## src/rtl/issue_controller.sv

```systemverilog
// In-order issue controller: scoreboard-based RAW stall, fixed-length flush after
// a taken branch/JAL in EX, and a saturating stall-cycle counter.
module issue_controller #(
    parameter int PIPE_DEPTH   = 3,
    parameter int FLUSH_CYCLES = 2
) (
    input  logic        clk,
    input  logic        reset_n,
    input  logic        dec_valid,
    input  logic [3:0]  dec_regno1,
    input  logic [3:0]  dec_regno2,
    input  logic        dec_use1,
    input  logic        dec_use2,
    input  logic        dec_wrtEn,
    input  logic [3:0]  dec_wrtRegno,
    input  logic        ex_redirect,
    output logic        issue,
    output logic        stall,
    output logic        flush,
    output logic [1:0]  state,
    output logic [15:0] pending,
    output logic [15:0] stall_count
);

    typedef enum logic [1:0] {
        RUN   = 2'd0,
        STALL = 2'd1,
        FLUSH = 2'd2
    } state_t;

    localparam int CNT_W = $clog2(FLUSH_CYCLES + 1);

    state_t             state_q, state_d;
    logic [CNT_W-1:0]   cnt_q, cnt_d;
    logic [PIPE_DEPTH-1:0] slot_v;
    logic [3:0]         slot_reg [PIPE_DEPTH];
    logic               hazard;
    logic               f;

    // ---------------------------------------------------------------- scoreboard
    // NOTE: sequential state uses non-blocking assignments so every slot samples
    // its neighbour's pre-edge value; blocking here would collapse the shift.
    always_ff @(posedge clk or negedge reset_n) begin
        if (!reset_n) begin
            slot_v <= '0;
        end else begin
            slot_v[0] <= issue & dec_wrtEn;
            for (int i = 1; i < PIPE_DEPTH; i++) begin
                slot_v[i] <= slot_v[i-1];
            end
        end
    end

    // NOTE: register numbers are storage, not control; they are ignored while
    // the matching valid bit is low, so they carry no reset.
    always_ff @(posedge clk) begin
        slot_reg[0] <= dec_wrtRegno;
        for (int i = 1; i < PIPE_DEPTH; i++) begin
            slot_reg[i] <= slot_reg[i-1];
        end
    end

    // A slot stays pending through writeback: the regfile has no bypass.
    // NOTE: every always_comb output gets a default first, so no path leaves it
    // unassigned and no latch is inferred.
    always_comb begin
        pending = '0;
        for (int i = 0; i < PIPE_DEPTH; i++) begin
            if (slot_v[i]) begin
                pending[slot_reg[i]] = 1'b1;
            end
        end
    end

    // ---------------------------------------------------------------- issue logic
    assign hazard = dec_valid & ((dec_use1 & pending[dec_regno1]) |
                                 (dec_use2 & pending[dec_regno2]));
    assign f      = (state_q == FLUSH) | ex_redirect;

    // Gating with reset_n keeps the handshake quiet while reset is held.
    assign flush  = reset_n & f;
    assign issue  = reset_n & ~f & dec_valid & ~hazard;
    assign stall  = reset_n & ~f & hazard;
    assign state  = state_q;

    // ---------------------------------------------------------------- FSM
    always_ff @(posedge clk or negedge reset_n) begin
        if (!reset_n) begin
            state_q <= RUN;
            cnt_q   <= '0;
        end else begin
            state_q <= state_d;
            cnt_q   <= cnt_d;
        end
    end

    always_comb begin
        state_d = state_q;
        cnt_d   = cnt_q;
        case (state_q)
            RUN, STALL: begin
                if (ex_redirect) begin
                    if (FLUSH_CYCLES == 1) begin
                        state_d = RUN;
                    end else begin
                        state_d = FLUSH;
                        cnt_d   = CNT_W'(FLUSH_CYCLES - 2);
                    end
                end else begin
                    state_d = stall ? STALL : RUN;
                end
            end
            FLUSH: begin
                // EX holds a bubble here, so ex_redirect cannot legally occur.
                if (cnt_q == '0) begin
                    state_d = RUN;
                end else begin
                    cnt_d = cnt_q - CNT_W'(1);
                end
            end
            default: begin
                state_d = RUN;
                cnt_d   = '0;
            end
        endcase
    end

    // ---------------------------------------------------------------- perf counter
    always_ff @(posedge clk or negedge reset_n) begin
        if (!reset_n) begin
            stall_count <= '0;
        end else if (stall && (stall_count != 16'hFFFF)) begin
            stall_count <= stall_count + 16'd1;
        end
    end

endmodule
```

## config.mk

```make
export PLATFORM = sky130hd
export DESIGN_NAME = issue_controller
export DESIGN_NICKNAME = d
export VERILOG_FILES = /design/src/rtl/issue_controller.sv
export SDC_FILE = /design/constraint.sdc
export NUM_CORES = 1
export LEC_CHECK = 0
export CAP_MARGIN = 20
export CORE_UTILIZATION = 53
export CTS_BUF_LIST = sky130_fd_sc_hd__clkbuf_8 sky130_fd_sc_hd__clkbuf_16
export CTS_CLUSTER_DIAMETER = 50
export DETAILED_ROUTE_END_ITERATION = 10
export HOLD_SLACK_MARGIN = 0.1
export PLACE_DENSITY_LB_ADDON = 0.3
export SETUP_SLACK_MARGIN = 0.2
export SLEW_MARGIN = 20
export SYNTH_ARGS = -nofsm -noshare
export SYNTH_HDL_FRONTEND = slang
export SYNTH_SLANG_ARGS = --single-unit
```

## constraint.sdc

```tcl
create_clock -name clk -period 5.3 [get_ports clk]
set_input_delay 1.59 -clock clk [delete_from_list [all_inputs] [get_ports clk]]
set_output_delay 1.59 -clock clk [all_outputs]
set_load 0.02 [all_outputs]
```

Word-level counts from Yosys, hierarchy flattened. Memories as Yosys holds them, arrays and structs flattened. Index checks and enable logic that the tools add are counted. Widths: inputs -> output; s select.

Memories: 1. Output and inout bits: 37. Word-level logic and storage cells: 64. Bits in writable memories: 12. Register bits after elaboration: 23.

Memories: slot_reg (depth 3, bits a word 4, read ports 3, clocked after memory_dff 0, write ports 3, line 36) `logic [3:0] slot_reg [PIPE_DEPTH];`.

Reductions and logical operators: 8. Order comparisons: 8. $add $sub $neg: 2. Multiplexer cells: 20. Eq/ne operators: 6. Bitwise logic cells: 15.

Operator list (count): $mux 16 (3); $or 16x16->16 (2); $lt 4x5->1 const B (5); $add 16x1->16 const B (1); $ne 16x16->1 const B (1); $demux 1 s4 (3); $ge 4x1->1 const B (3); $and 1x1->1 (9); $bmux 1 s4 (2); $mux 2 (4); $pmux 2 s2 (2); $mux 1 (6); $logic_and 1x1->1 (4); $logic_not 2->1 (2); $ne 2x2->1 const B (2); $eq 2x1->1 const B (1); $eq 2x2->1 const B (1); $ne 2x1->1 const B (1); $not 1->1 (2); $or 1x1->1 (2); $reduce_and 2->1 (1); $reduce_or 2->1 (1); $sub 2x1->2 const B (1).

Logic depth before layout (Yosys ltp). Gate-level depths: netlist of run 1.

Depth in word-level cells: 18. Mapped depth: 10. Mapped depth without buffers: 9.

Least setup slack after synthesis of run 1. No wires, ideal clock.

Kind: input to output. Start: in dec_regno1[2]. End: out issue. Path slack: 543 ps. Buffers on the path: 1. Stages on the path: 6. Arrival time: 3167 ps. Path through: clkbuf_1 or3_1 o2111a_1 o41ai_2 o22ai_4 nor2_1.

Longest elaborated chain between the ends: 7.

Ends and longest elaborated chain: start: declaration (line 10) `input logic [3:0] dec_regno1,`; $bmux 1 s4 (line 76) `assign hazard = dec_valid & ((dec_use1 & pending[dec_regno1]) |`; $mux 1 (implied by the code) (line 76); $and 1x1->1 (line 76); $or 1x1->1 (line 76); $and 1x1->1 (line 76); $not 1->1 (line 82) `assign issue = reset_n & ~f & dec_valid & ~hazard;`; $and 1x1->1 (line 82); end: declaration (line 17) `output logic issue,`.

No other way between the ends. The select of a mux whose other input is x is not followed.

Worst setup path after layout of run 1.
Start: in dec_regno1[2]. End: out stall.

Longest elaborated chain between the ends: 6.

Ends and longest elaborated chain: $bmux 1 s4 (line 76); $mux 1 (implied by the code) (line 76); $and 1x1->1 (line 76); $or 1x1->1 (line 76); $and 1x1->1 (line 76); $and 1x1->1 (line 83) `assign stall = reset_n & ~f & hazard;`; end: declaration (line 18) `output logic stall,`.

No other way between the ends. The select of a mux whose other input is x is not followed.

==> results of run 1 <==
[kinds of logic after synthesis]
| kind of cell | after synthesis |
|---|---|
| xor+xnor | 15 |
| simple gates | 106 |
| mux | 4 |
| flops | 35 |
| buf+inv | 18 |
| fa+ha+maj | 2 |
| compound gates | 55 |
[per-layer routing]
metal	GRT usage, %	vias up
met5	0	-
met4	13.3	0
met3	5.57	14
met2	47.1	96
met1	35.3	999
li1	-	1019
[cells in the final DEF, fill, tap and decap left out, drive strengths merged, types with 3 or more instances in the layout]
| master | instances |
|---|---|
| clkdlybuf4s50 | 50 |
| nand3 | 24 |
| dfrtp | 23 |
| buf | 19 |
| nand2 | 17 |
| nor2 | 16 |
| xnor2 | 15 |
| inv | 13 |
| dfxtp | 12 |
| and3 | 10 |
| o21ai | 9 |
| nand2b | 8 |
| o22a | 8 |
| nand3b | 6 |
| or2 | 6 |
| clkbuf | 6 |
| o22ai | 6 |
| nor2b | 4 |
| and2 | 4 |
| a21oi | 3 |
| mux4 | 3 |
| nand4 | 3 |
| dlygate4sd2 | 3 |
| o31ai | 3 |
| or3b | 3 |
[final timing paths]
kind                                        startpoint                          end  slack [ns]  depth (start not counted)
max in group asynchronous                      reset_n  stall_count[14]$_DFFE_PN0P_        3.48                          2
worst max-delay path                     dec_regno1[2]                        stall        0.28                          7
worst max register to register  slot_reg[0][1]$_DFF_P_   stall_count[1]$_DFFE_PN0P_        2.50                         10
min in group asynchronous                      reset_n   stall_count[1]$_DFFE_PN0P_        1.66                          2
worst min-delay path            slot_reg[0][7]$_DFF_P_      slot_reg[0][11]$_DFF_P_        0.39                          0
worst min register to register  slot_reg[0][7]$_DFF_P_      slot_reg[0][11]$_DFF_P_        0.39                          0
[where the power goes]
part           internal (W)  switching, W  total (W)
Sequential         0.000280     0.0000175   0.000297
Combinational     0.0000619     0.0000648   0.000127
Clock              0.000119     0.0000991   0.000218
[Yosys cell counts, types with 2 or more instances]
library cell / instances / area (µm²)
and2_1: 4 / 25.0
xnor2_1: 15 / 131
o22ai_2: 2 / 25.0
dfrtp_1: 23 / 576
o22a_2: 2 / 20.0
nor2_1: 16 / 60.1
o2111a_1: 2 / 22.5
or3b_1: 2 / 17.5
nor2b_1: 4 / 25.0
o21a_1: 2 / 15.0
nand3_2: 10 / 100
nand3_1: 14 / 70.1
nand4_1: 3 / 18.8
or3_1: 2 / 12.5
o31a_1: 2 / 17.5
or2_2: 5 / 31.3
and3_1: 10 / 62.6
inv_1: 11 / 41.3
o22a_1: 6 / 52.6
ha_1: 2 / 25.0
o21ai_0: 6 / 30.0
a21oi_1: 3 / 15.0
o21ai_2: 2 / 17.5
o211ai_1: 2 / 15.0
mux4_2: 3 / 67.6
nand2b_1: 8 / 50.1
o31ai_1: 3 / 22.5
a31oi_1: 2 / 12.5
clkbuf_1: 2 / 7.51
dfxtp_1: 12 / 240
buf_2: 2 / 10.0
nand2_1: 16 / 60.1
o22ai_1: 3 / 18.8
nand3b_1: 6 / 45.0
o32a_1: 2 / 20.0
[through the flow]
stage | cell area [µm²] | total power (W) | setup WS (ns) | cells
floorplan | 2260 | 0.000365 | 0.543 | 235
global placement | 2970 | 0.000425 | -0.265 | 351
detailed placement | 2970 | 0.000426 | -0.276 | 351
CTS | 3100 | 0.000647 | 0.277 | 359
global route | 3100 | 0.000673 | 0.207 | 359
finish | 3100 | 0.000642 | 0.283 | 359
[cell type report]
class / instances / share of cell area (%)
Tap cell: 50 / 2.02
Inverter: 12 / 1.45
Clock buffer: 6 / 3.02
Multi-Input combinational cell: 182 / 45.5
Timing Repair Buffer: 72 / 21.4
Clock inverter: 2 / 0.363
Sequential cell: 35 / 26.3
[critical path: cells and delay by family]
family | cells | cell delay, ns
and+or+nand+nor | 1 | 0.16
buffers and inverters | 3 | 0.83
AOI/OAI and AO/OA | 3 | 0.85
==> impl_metrics.ini, run 1 <==
[final_layout]
largest_register_ffs = 16
layout-drive-gt1-share_pct = 20.1
area_growth_pct = 37.2
fillers = 283
fin_util_pct = 76.5
fin_nets = 329
multiInputGateArea_um2 = 1410
register_area_um2 = 816
diodes = 0

[synth]
yosys_warnings = 0
synth_edf_count = 0
synthSimpleGateAreaFrac_pct = 27.6
synth_cells = 235
synthXorXnorAreaFrac_pct = 5.81
ys_seq_elements = 35
muxShareOfSynthArea_pct = 3.48
async_flop_share_pct = 65.7
syn-num-nets = 256
ys_types = 61
syn_area_um2 = 2260
synth_top_family_by_area = simple AND/OR/NAND/NOR gates
syn_avg_cell_area_um2 = 9.63
synth_compound_area_share_pct = 22.5
ys_seq_area_share_pct = 36.1
synth_top_flop_cell = dfrtp_1
synth_fa_ha_area_share_pct = 1.11

[timing]
rsz0062_at_grt = false
setup_viol = 0
finalCriticalPeriod_ns = 5.02
finalHoldViolations = 0
maxSlewHeadroom_pct = 50.9
fin_hold_ws_ns = 0.386
period_share_pct = 94.7
worst_slew_pin_slew_ns = 0.733
tns_ns = 0
finClkSkew_ns = 0.00708
fmax_mhz = 199
slew_violations = 0

[clock_tree]
clock_sinks = 35
clkTransAtPathRegs_ns = 0.07
cts-root-buf = clkbuf_8
htree_levels = 2
holdBufCountCts = 0
cts_resized = 16
clk_latency_ns = 0.29
cts_max_path_buffers = 2
cts_tree = built
cts_setup_buffers = 0
numCtsBuffers = 5

[routing]
dr.pass1.iters = 4
antenna_left = 0
drt-vias-per-instance = 5.93
wl_met1_mm = 2.57
routed_wl_mm = 6.03
drtIter0Drc = 131
drc = 0
vias = 2128
wl_met2_mm = 2.89
wl_per_cell_um = 16.8
routed.top_layer = met4
wl_met3_um = 406

[worst_setup_path]
critical_path.cell_chain = clkdlybuf4s50_1 -> buf_4 -> o31a_1 -> o41ai_4 -> o22ai_4 -> nor2b_1 -> buf_2
worstPathArrival_ns = 3.43
cpMaxStageDelayCell = clkdlybuf4s50_1
cp-end-kind = output pin
critPathKind = primary input to output pin
critPathRequiredTime_ns = 3.71
path_max_fanout = 8
max_stage_delay_ns = 0.47
start_kind = primary input

[power_and_ir_drop]
powerDensity_nw_per_um2 = 207
ir_drop_uv = 218
leakagePower_nw = 1.27

[placed_design]
port_buffers = 55
place_hpwl_mm = 4.52
routabilityCongestion = 0.924

[floorplanning]
rows = 23
die_w_um = 67.3
fp.dieH_um = 67.3
die-area_um2 = 4530
ios = 56
core_um2 = 4060
initial_utilization_pct = 55.8

[flow_run]
drv_cap = 0

[grt]
grtUsageTotal_pct = 28.4
grt_pass1_vias = 1940
grt_start_max_net_pins = 16
antenna_found_initial = 0
grt_first_pass_wirelength_mm = 9.35
overflow = 0

[run_status]
outcome = complete, no violations

[hold_path]
hold_path_class = flip-flop to flip-flop
(Power assumes the default switching activity.)
==> run 2, diff against run 1 <==
CELL_PAD_IN_SITES_DETAIL_PLACEMENT = 1   (was not set)
CELL_PAD_IN_SITES_GLOBAL_PLACEMENT = 1   (was not set)
CORE_UTILIZATION = 40   (was 53)
SETUP_SLACK_MARGIN = 0.3   (was 0.2)
==> impl_metrics.ini, run 2 (synthesis results as in run 1) <==
[final_layout]
layout-drive-gt1-share_pct = 21.4
fillers = 623
fin_cells = 381
area_growth_pct = 38.7
fin_area_um2 = 3140
final_common_cell = clkdlybuf4s50_1
fin_nets = 329
largest_register_ffs = 16
diodes = 0
layout_common_cells = clkdlybuf4s50_1, dfrtp_1, nand2_1, nor2_1, buf_4

[grt]
use_met3_pct = 3.57
gr-max-usage-layer = met2
grt_start_max_net_pins = 20
antenna_found_initial = 0
grtUsageTotal_pct = 24.4
grt_pass1_vias = 2196
overflow = 0
grt_first_pass_wirelength_mm = 11.3
gr-usage-met2_pct = 41.2
met1_usage_pct = 30.2

[timing]
finClkSkew_ns = 0.00882
maxSlewHeadroom_pct = 35.6
period_share_pct = 92.3
fmax_mhz = 204
finalCriticalPeriod_ns = 4.89
fin_ws_ns = 0.409
rsz0062_at_grt = false
worst_slew_pin_slew_ns = 0.962
setup_viol = 0
slew_violations = 0
finalHoldViolations = 0

[worst_setup_path]
critPathLaunch = dec_regno1[3]
critPathRequiredTime_ns = 3.71
worstPathArrival_ns = 3.30
critPathKind = primary input to output pin
cp-end-kind = output pin
start_kind = primary input
r2r-start = slot_reg[0][1]$_DFF_P_
path_max_fanout = 4

[clock_tree]
htree_levels = 2
cts_max_path_buffers = 2
holdBufCountCts = 0
clk_latency_ns = 0.29
cts_setup_buffers = 0
cts_tree = built
clock_sinks = 35
clkTransAtPathRegs_ns = 0.08
cts-root-buf = clkbuf_8
numCtsBuffers = 5

[power_and_ir_drop]
p_int_w = 0.000447
p_sw_w = 0.000190
netSwitchingFraction_pct = 29.8
leakagePower_nw = 1.27
p_clk_share_pct = 32.9
pwr-share-seq_pct = 46.8
combinationalPowerShare_pct = 20.2
powerDensity_nw_per_um2 = 203
ir_drop_uv = 183

[routing]
routed_wl_mm = 6.89
drtIter0Drc = 131
drc = 0
antenna_left = 0
drt-vias-per-instance = 5.65
wl_per_cell_um = 18.1
dr.pass1.iters = 4
vias = 2151

[floorplanning]
die_w_um = 77.2
fp.dieH_um = 77.2
initial_utilization_pct = 41.3
ios = 56
die-area_um2 = 5960
rows = 27
core_um2 = 5470

[placed_design]
place_hpwl_mm = 5.38
dp_cells = 373
routabilityCongestion = 0.864
placed_area_um2 = 3000
port_buffers = 55
dp_slack_ns = -0.288

[hold_path]
hp-start = slot_reg[0][4]$_DFF_P_
hold_path_class = flip-flop to flip-flop

[run_status]
outcome = complete, no violations

[flow_run]
drv_cap = 0
[run 2: cell count changes in the layout (fill, tap and decap cells not counted)]
cell,delta
dlygate4sd2_1,+3
clkdlybuf4s50_1,-3
buf_6,+1
buf_4,-1
inv_1,-2
clkbuf_16,-1
clkbuf_8,+1
nor2b_4,+1
inv_2,+1
a21oi_2,+1
a21oi_1,-1
nor2b_1,-1
clkinv_4,+1
[run 2: metrics by stage]
stage                     TNS [ns]  util [%]  total power, W  hold WS, ns
after detailed placement    -0.575      54.8        0.000429        0.391
after global routing             0      57.3        0.000665        0.415
after global placement      -0.467      54.8        0.000426        0.380
after CTS                        0      57.2        0.000642        0.404
after floorplan                  0         -        0.000365        0.367
final                            0      57.3        0.000637        0.411
[run 2: worst paths after layout]
kind	to	slack [ns]	cells after the start
max	stall	0.41	8
min	slot_reg[0][8]$_DFF_P_	0.41	0
max reg2reg	stall_count[1]$_DFFE_PN0P_	2.46	10
min reg2reg	slot_reg[0][8]$_DFF_P_	0.41	0
max in group asynchronous	stall_count[8]$_DFFE_PN0P_	3.18	2
min in group asynchronous	stall_count[1]$_DFFE_PN0P_	1.55	1
[run 2: worst max-delay path, cell delays in order]
cell	delay (ns)
clkdlybuf4s50_1	0.50
a21oi_2	0.16
a41oi_1	0.06
o31a_1	0.15
o41ai_4	0.38
o22ai_4	0.15
nor2b_4	0.16
buf_2	0.16
[run 2: area by class of cell]
class | count | area [µm²] | area share [%]
Clock buffer | 6 | 82.6 | 2.63
Tap cell | 72 | 90.1 | 2.87
Sequential cell | 35 | 816 | 26.0
Multi-Input combinational cell | 182 | 1420 | 45.4
Timing Repair Buffer | 72 | 664 | 21.2
Clock inverter | 2 | 16.3 | 0.519
Inverter | 12 | 45.0 | 1.44
[run 2: layer usage]
metal,wire [µm],vias to the layer above
li1,-,1013
met1,3000,1060
met2,3420,59
met3,251,19
met4,216,0
met5,0,-
[run 2: repair_timing]
| action | 4_1_cts | 5_1_grt |
|---|---|---|
| hold endpoints to repair | 0 | 0 |
| cloned | 0 | 0 |
| resized for setup | 22 | 2 |
| pin swaps | 5 | 0 |
| setup endpoints to repair | 2 | 1 |
[run 2: power by group through the flow]
stage / sequential [W] / clock (W) / combinational [W]
floorplan: 0.000310 / 0 / 0.0000546
global placement: 0.000302 / 0 / 0.000124
detailed placement: 0.000304 / 0 / 0.000125
CTS: 0.000299 / 0.000215 / 0.000129
global route: 0.000301 / 0.000225 / 0.000138
finish: 0.000298 / 0.000210 / 0.000129
